**config.mk**
```make
export PLATFORM = sky130hd
export DESIGN_NAME = mem_port_arbiter
export DESIGN_NICKNAME = d
export VERILOG_FILES = /design/src/rtl/mips_mem_pkg.sv /design/src/rtl/mem_arb_pick.sv /design/src/rtl/mem_port_arbiter.sv
export SDC_FILE = /design/constraint.sdc
export NUM_CORES = 1
export LEC_CHECK = 0
export ABC_AREA = 1
export CAP_MARGIN = 15
export CORE_MARGIN = 8
export CORE_UTILIZATION = 39
export DETAILED_ROUTE_END_ITERATION = 7
export GPL_ROUTABILITY_DRIVEN = 0
export GPL_TIMING_DRIVEN = 0
export PLACE_DENSITY = 0.87
export SYNTH_ARGS = -nofsm -noshare
export SYNTH_HDL_FRONTEND = slang
export SYNTH_SLANG_ARGS = --single-unit
export TNS_END_PERCENT = 5
```
**constraint.sdc**
```tcl
create_clock -name cclk -period 3.1 [get_ports cclk]
set_clock_uncertainty 0.2 [all_clocks]
set_input_delay 0.93 -clock cclk [delete_from_list [all_inputs] [get_ports cclk]]
set_output_delay 0.93 -clock cclk [all_outputs]
set_load 0.02 [all_outputs]
```
**src/rtl/mips_mem_pkg.sv**
```systemverilog
// Shared types for the unified MIPS memory port: arbiter FSM states and requester IDs.
package mips_mem_pkg;

    typedef enum logic [1:0] {
        IDLE  = 2'd0,
        ISSUE = 2'd1,
        WAIT  = 2'd2,
        RESP  = 2'd3
    } arb_state_e;

    typedef enum logic {
        REQ_CPU = 1'b0,
        REQ_DMA = 1'b1
    } req_id_e;

endpackage : mips_mem_pkg

```
**src/rtl/mem_arb_pick.sv**
```systemverilog
// Combinational winner select between CPU and DMA requesters.
// MEM_ARB_RR_EN selects round-robin; otherwise fixed CPU-first priority.
module mem_arb_pick
    import mips_mem_pkg::*;
(
    input  logic    i_cpu_req,
    input  logic    i_dma_req,
    input  req_id_e i_last,
    output logic    o_any_c,
    output req_id_e o_win_c
);

    assign o_any_c = i_cpu_req | i_dma_req;

`ifdef MEM_ARB_RR_EN
    // On a tie the requester that did not win last time goes first.
    always_comb begin
        o_win_c = REQ_CPU;
        if (i_cpu_req && i_dma_req) begin
            o_win_c = (i_last == REQ_CPU) ? REQ_DMA : REQ_CPU;
        end else if (i_dma_req) begin
            o_win_c = REQ_DMA;
        end
    end
`else
    // History is irrelevant under fixed priority.
    logic w_unused_c;
    assign w_unused_c = (i_last == REQ_DMA);

    always_comb begin
        o_win_c = REQ_CPU;
        if (i_dma_req && !i_cpu_req) begin
            o_win_c = REQ_DMA;
        end
    end
`endif

endmodule : mem_arb_pick

```
**src/rtl/mem_port_arbiter.sv**
```systemverilog
// Single-port memory arbiter for the multicycle MIPS core (CPU control path vs DMA/debug loader).
// Define MEM_ARB_RR_EN for round-robin arbitration; default is fixed CPU priority.
module mem_port_arbiter
    import mips_mem_pkg::*;
#(
    parameter int unsigned AW      = 32,
    parameter int unsigned DW      = 32,
    parameter int unsigned MEM_LAT = 2      // must be >= 1
) (
    input  logic          cclk,
    input  logic          rstb,
    input  logic          cpu_req,
    input  logic          cpu_we,
    input  logic [AW-1:0] cpu_addr,
    input  logic [DW-1:0] cpu_wdata,
    input  logic          dma_req,
    input  logic          dma_we,
    input  logic [AW-1:0] dma_addr,
    input  logic [DW-1:0] dma_wdata,
    output logic          cpu_gnt,
    output logic          dma_gnt,
    output logic          cpu_rvalid,
    output logic          dma_rvalid,
    output logic [DW-1:0] cpu_rdata,
    output logic [DW-1:0] dma_rdata,
    output logic          mem_en,
    output logic          mem_we,
    output logic [AW-1:0] mem_addr,
    output logic [DW-1:0] mem_wdata,
    input  logic [DW-1:0] mem_rdata
);

    localparam int unsigned CW = $clog2(MEM_LAT + 1);

    arb_state_e    r_state, w_state_nxt;
    logic [CW-1:0] r_cnt, w_cnt_nxt;
    req_id_e       r_owner, w_owner_nxt;
    logic          r_mem_en, w_mem_en_nxt;
    logic          r_mem_we, w_mem_we_nxt;
    logic [AW-1:0] r_mem_addr, w_mem_addr_nxt;
    logic [DW-1:0] r_mem_wdata, w_mem_wdata_nxt;
    logic [DW-1:0] r_rdata, w_rdata_nxt;
    logic          r_cpu_gnt, w_cpu_gnt_nxt;
    logic          r_dma_gnt, w_dma_gnt_nxt;
    logic          r_cpu_rvalid, w_cpu_rvalid_nxt;
    logic          r_dma_rvalid, w_dma_rvalid_nxt;

    logic          w_any_c;
    req_id_e       w_win_c;

    // The owner register also serves as the last-winner history for round-robin.
    mem_arb_pick u_pick (
        .i_cpu_req (cpu_req),
        .i_dma_req (dma_req),
        .i_last    (r_owner),
        .o_any_c   (w_any_c),
        .o_win_c   (w_win_c)
    );

    // Next-state and next-output logic; strobes are computed one cycle ahead and registered.
    always_comb begin
        w_state_nxt      = r_state;
        w_cnt_nxt        = r_cnt;
        w_owner_nxt      = r_owner;
        w_mem_en_nxt     = 1'b0;
        w_mem_we_nxt     = 1'b0;
        w_mem_addr_nxt   = r_mem_addr;
        w_mem_wdata_nxt  = r_mem_wdata;
        w_rdata_nxt      = r_rdata;
        w_cpu_gnt_nxt    = 1'b0;
        w_dma_gnt_nxt    = 1'b0;
        w_cpu_rvalid_nxt = 1'b0;
        w_dma_rvalid_nxt = 1'b0;

        case (r_state)
            IDLE: begin
                if (w_any_c) begin
                    w_state_nxt  = ISSUE;
                    w_owner_nxt  = w_win_c;
                    w_mem_en_nxt = 1'b1;
                    if (w_win_c == REQ_DMA) begin
                        w_mem_we_nxt    = dma_we;
                        w_mem_addr_nxt  = dma_addr;
                        w_mem_wdata_nxt = dma_wdata;
                        w_dma_gnt_nxt   = 1'b1;
                    end else begin
                        w_mem_we_nxt    = cpu_we;
                        w_mem_addr_nxt  = cpu_addr;
                        w_mem_wdata_nxt = cpu_wdata;
                        w_cpu_gnt_nxt   = 1'b1;
                    end
                end
            end
            ISSUE: begin
                if (r_mem_we) begin
                    w_state_nxt = IDLE;
                end else begin
                    w_cnt_nxt   = CW'(MEM_LAT - 1);
                    w_state_nxt = WAIT;
                end
            end
            WAIT: begin
                if (r_cnt == '0) begin
                    w_rdata_nxt = mem_rdata;
                    w_state_nxt = RESP;
                    if (r_owner == REQ_DMA) begin
                        w_dma_rvalid_nxt = 1'b1;
                    end else begin
                        w_cpu_rvalid_nxt = 1'b1;
                    end
                end else begin
                    w_cnt_nxt = r_cnt - CW'(1);
                end
            end
            RESP: begin
                w_state_nxt = IDLE;
            end
            default: begin
                w_state_nxt = IDLE;
            end
        endcase
    end

    always_ff @(posedge cclk or negedge rstb) begin
        if (!rstb) begin
            r_state      <= IDLE;
            r_cnt        <= '0;
            r_owner      <= REQ_DMA;
            r_mem_en     <= 1'b0;
            r_mem_we     <= 1'b0;
            r_mem_addr   <= '0;
            r_mem_wdata  <= '0;
            r_rdata      <= '0;
            r_cpu_gnt    <= 1'b0;
            r_dma_gnt    <= 1'b0;
            r_cpu_rvalid <= 1'b0;
            r_dma_rvalid <= 1'b0;
        end else begin
            r_state      <= w_state_nxt;
            r_cnt        <= w_cnt_nxt;
            r_owner      <= w_owner_nxt;
            r_mem_en     <= w_mem_en_nxt;
            r_mem_we     <= w_mem_we_nxt;
            r_mem_addr   <= w_mem_addr_nxt;
            r_mem_wdata  <= w_mem_wdata_nxt;
            r_rdata      <= w_rdata_nxt;
            r_cpu_gnt    <= w_cpu_gnt_nxt;
            r_dma_gnt    <= w_dma_gnt_nxt;
            r_cpu_rvalid <= w_cpu_rvalid_nxt;
            r_dma_rvalid <= w_dma_rvalid_nxt;
        end
    end

    assign cpu_gnt    = r_cpu_gnt;
    assign dma_gnt    = r_dma_gnt;
    assign cpu_rvalid = r_cpu_rvalid;
    assign dma_rvalid = r_dma_rvalid;
    assign cpu_rdata  = r_rdata;
    assign dma_rdata  = r_rdata;
    assign mem_en     = r_mem_en;
    assign mem_we     = r_mem_we;
    assign mem_addr   = r_mem_addr;
    assign mem_wdata  = r_mem_wdata;

endmodule : mem_port_arbiter

```
# Word-level counts from Yosys, hierarchy flattened
# Cells that the tools add are included.
word_totals:
  ff_bits: 107
  input_bits: 166
  output_inout_bits: 134
  word_cells: 57
classes:
  n_addsub: 1
  eq_ne: 7
  mux: 27
  bitwise_logic: 1
  n_reduce_logical: 9
ops:
  columns: ["cell", "n"]
  rows:
  - ["$mux 32", 2]
  - ["$mux 1", 18]
  - ["$mux 2", 5]
  - ["$pmux 2 s4", 1]
  - ["$ne 2x2->1 const B", 3]
  - ["$reduce_and 2->1", 3]
  - ["$eq 2x2->1 const B", 2]
  - ["$logic_not 2->1", 2]
  - ["$pmux 2 s2", 1]
  - ["$reduce_and 3->1", 1]
  - ["$eq 2x1->1 const B", 1]
  - ["$ne 2x1->1 const B", 1]
  - ["$reduce_bool 2->1", 1]
  - ["$sub 2x1->2 const B", 1]
  - ["$logic_and 1x1->1", 1]
  - ["$logic_not 1->1", 1]
  - ["$or 1x1->1", 1]

# Logic depth before layout (Yosys ltp)
logic_depth:
  word_depth: 6
  depth_mapped: 8
  ltp_nobuf: 7

# By module
# Synthesis repeated with hierarchy kept, for this count alone.
unflattened:
  hier_cells: 699
  hier_area_um2: 5195.0
modules_own_cells:
  columns: ["mod", "instances", "cells_per_inst", "area_each_um2", "seq_area_each_um2"]
  rows:
  - ["mem_port_arbiter", 1, 695, 5180.0, 2678.8]
  - ["mem_arb_pick", 1, 4, 15.0, 0.0]

# Least setup slack after synthesis
# Ideal clock, no wire load.
synth_path:
  path_type: "input -> register"
  from: "input cpu_req"
  to: "register r_mem_addr[10], in the netlist mem_addr[10]"
  setup_time_ns: 0.116
  t_arrival_ns: 1.493
  t_required_ns: 2.784
  setup_slack_ns: 1.291
  stages: 8
  path_buffers: 2
  path_cell_list: "inv_2 -> nand2_1 -> buf_4 -> buf_2 -> nand2_1 -> nand2_1 -> nand2_1 -> nand2_1"
synth_between:
  elab_chain_cells: 4
  word_cells_on_any_way: 6
  classes_between: "mux: 2; bitwise: 1; reduce/logical: 3"
synth_rtl:
  columns: ["element", "line", "text"]
  rows:
  - ["from (decl)", "mem_port_arbiter.sv:12", "input logic cpu_req,"]
  - ["$logic_not 1->1", "mem_arb_pick.sv:32", "if (i_dma_req && !i_cpu_req) begin"]
  - ["$logic_and 1x1->1", "mem_arb_pick.sv:32", null]
  - ["$mux 1", "mem_arb_pick.sv:32", null]
  - ["$mux 32", "mem_port_arbiter.sv:81", "if (w_win_c == REQ_DMA) begin"]
  - ["to (signal assigned)", "mem_port_arbiter.sv:144", "r_mem_addr <= w_mem_addr_nxt;"]
  - ["to (decl)", "mem_port_arbiter.sv:40", "logic [AW-1:0] r_mem_addr, w_mem_addr_nxt;"]
# Several ways; a longest one is shown, not always the timed one.
# A chain may end at the register's enable or synchronous reset.

# Worst setup path in the final report
layout_path:
  from: "register r_rdata[15], in the netlist cpu_rdata[15]"
  to: "output dma_rdata[15]"
layout_rtl:
  columns: ["element", "line", "text"]
  rows:
  - ["from (decl)", "mem_port_arbiter.sv:42", "logic [DW-1:0] r_rdata, w_rdata_nxt;"]
  - ["from (signal assigned)", "mem_port_arbiter.sv:146", "r_rdata <= w_rdata_nxt;"]
  - ["to (decl)", "mem_port_arbiter.sv:25", "output logic [DW-1:0] dma_rdata,"]
# No word-level cell between the ends.

==> flow_metrics.env <==
export IMPL_rrSetupSlack_ps=1300
export IMPL_end_kind="output port"
export IMPL_r2r_cells=6
export IMPL_fin_ws_ps=508
export IMPL_grt_use_met3_pct=8.59
export IMPL_maxCapViolations=0
export IMPL_power_density_nw_per_um2=993
export IMPL_die_h_microns=133
export IMPL_syn_mean_instance_area_sq_um=7.54
export IMPL_synth_fp_nets=872
export IMPL_grt_pass1_vias=5927
export IMPL_dieWidth_microns=133
export IMPL_busiest_layer="met2"
export IMPL_clk_pin_slew_ps=70
export IMPL_cts_tree="yes"
export IMPL_cp_start_kind="flop"
export IMPL_ctsHoldBuffers=0
export IMPL_synth_cell_types=20
export IMPL_setup_violations=0
export IMPL_clk_latency_ps=340
export IMPL_synth_seq_cells=107
export IMPL_hold_violations=0
export IMPL_slew_headroom_pct=54.9
export IMPL_fin_crit_sh_pct=83.6
export IMPL_clk_path_buf_depth=2
export IMPL_grtUsageMet2_pct=39.5
export IMPL_min_path_cells=2
export IMPL_critical_path_arrival_ps=1460
export IMPL_holdCritPathClass="reg -> reg"
export IMPL_nets=1183
export IMPL_finalSetupTns_ps=0
export IMPL_required_ps=1970
export IMPL_dieArea_sq_um=17600
export IMPL_yosysSeqAreaShare_pct=50.4
export IMPL_grt_max_degree=60
export IMPL_fin_total_pwr_w=0.00883
export IMPL_path_class="reg -> out"
export IMPL_dp_hpwl_microns=16000
export IMPL_diodes=0
export IMPL_area_growth_pct=67.4
export IMPL_drt_total_wl_microns=20000
export IMPL_peakVddDrop_v=0.000419
export IMPL_grt_pass1_wl_microns=32100
export IMPL_hold_end="mem_addr[27]"
export IMPL_drt_initial_drc_count=410
export IMPL_netlist_area_sq_um=5310
export IMPL_fin_crit_ps=2590
export IMPL_pre_cts_ws_ps=445
export IMPL_worstPathMaxFanout=3
export IMPL_cts_root_buf="clkbuf_16"
export IMPL_fmax_mhz=386
export IMPL_worstHoldStart="mem_addr[27]"
export IMPL_htree_levels=3
export IMPL_p_leak_nw=4.49
export IMPL_status="completed"
export IMPL_core_area_sq_um=13300
export IMPL_rsz0062_at_grt="false"
export IMPL_cts_sinks=107
export IMPL_worst_slew_pin_slew_ps=676
export IMPL_drv_slew=0
export IMPL_yosysWarnings=0
export IMPL_grt_ovfl_total=0
export IMPL_vias_per_cell=4.78
export IMPL_cts_setup_buffers=0
export IMPL_met1_usage_pct=25.5
export IMPL_grt_usage_pct=22.8
export IMPL_port_buffer_count=299
export IMPL_top_level_ports=300
export IMPL_num_rows=42
export IMPL_syn_inst=705
export IMPL_ctsResizeCount=0
export IMPL_r2r_start="r_cnt[0]"
export IMPL_drc=0
export IMPL_antenna_found_initial=0
export IMPL_routed_via_count=5716
export IMPL_first_pass_iters=6
export IMPL_numCtsBuffers=9
export IMPL_avgRoutedWirePerCell_microns=16.7
export IMPL_drive_gt1_share_pct=9.70
export IMPL_nFillCells=1093
export IMPL_fin_util_pct=66.9
export IMPL_ant_nets=0
export IMPL_reg2reg_to="cpu_rdata[27]"
export IMPL_initial_core_util_pct=40.0
## worst max-delay path, cell delays in order, from the launching register on
cell and delay [ps]:
dfrtp_1 400, buf_4 120, clkdlybuf4s50_1 600
## cell families after synthesis
group	synth area share (%)
flip-flops	50.4
AND/OR/NAND/NOR	38.4
buffers and inverters	10.6
AO/OA/AOI/OAI	0.353
adder cells (fa/ha/maj)	0.235
## where the power goes
part / internal [W] / switching, W / leakage [nW]
registers: 0.00206 / 0.000440 / 1.33
clock network: 0.000794 / 0.000528 / 0.167
logic: 0.00235 / 0.00265 / 3.00
total: 0.00521 / 0.00362 / 4.49
## worst max-delay path by stage
stage	start	to	slack [ps]	depth (start not counted)
floorplan	cpu_req	mem_addr[10]	1290	8
global placement	rstb	cpu_rdata[18]	-3260	1
detailed placement	dma_req	mem_addr[19]	450	7
CTS	cpu_rdata[15]	dma_rdata[15]	490	2
global route	cpu_rdata[15]	dma_rdata[15]	450	2
finish	cpu_rdata[15]	dma_rdata[15]	510	2
## state kept, by name, indices dropped and copies added (netlist names), named ones only
| signal | cells |
|---|---|
| cpu_gnt | 1 |
| cpu_rdata | 32 |
| cpu_rvalid | 1 |
| dma_gnt | 1 |
| dma_rvalid | 1 |
| mem_addr | 32 |
| mem_en | 1 |
| mem_wdata | 32 |
| mem_we | 1 |
| r_cnt | 2 |
| r_owner | 1 |
| r_state | 1 |
## synth_stat cells, drive strengths merged
cell type  count  area share [%]
dfrtp        106              50
o21ai          3            0.35
buf           73             9.5
inv           12            0.85
nand4          1            0.12
ha             1            0.24
clkbuf         4            0.28
nor2           6            0.66
dfstp          1            0.49
nand2        397              28
nand3        101             9.5
## per-stage QoR
step                std cells  hold slack [ps]  instance area (sq um)
floorplan                 705              266                   5310
global placement         1180              261                   8530
detailed placement       1181              264                   8550
CTS                      1197              283                   8890
global route             1197              297                   8890
finish                   1197              280                   8890
## final cells by class
| cell class | count | area [sq um] | area share [%] |
|---|---|---|---|
| Buffer | 77 | 518 | 5.83 |
| Clock buffer | 10 | 229 | 2.57 |
| Clock inverter | 6 | 113 | 1.27 |
| Inverter | 12 | 45.0 | 0.507 |
| Multi-Input combinational cell | 509 | 2070 | 23.3 |
| Sequential cell | 107 | 2680 | 30.1 |
| Tap cell | 176 | 220 | 2.48 |
| Timing Repair Buffer | 300 | 3020 | 33.9 |
## cells in the final DEF (no fill, tap or decap)
cell type,count
buf_16,1
inv_2,4
nand3_1,101
dfstp_2,1
clkbuf_16,9
clkdlybuf4s50_1,298
nor2_2,2
ha_1,1
buf_4,39
o21ai_2,1
nor2_4,1
buf_2,27
nand4_1,1
nand2_1,396
nand2_2,1
o21ai_1,1
buf_6,7
o21ai_0,1
nor2_1,3
buf_1,1
inv_6,1
inv_1,8
bufinv_16,3
dfrtp_1,106
clkinv_4,1
clkbuf_1,5
clkinv_2,1
## per-layer routing
layer / vias up / routed length (microns)
met4: 0 / 312
met1: 2628 / 7760
li1: 2777 / -
met5: - / 0
met3: 23 / 2070
met2: 288 / 9910
(Power assumes the default switching activity.)
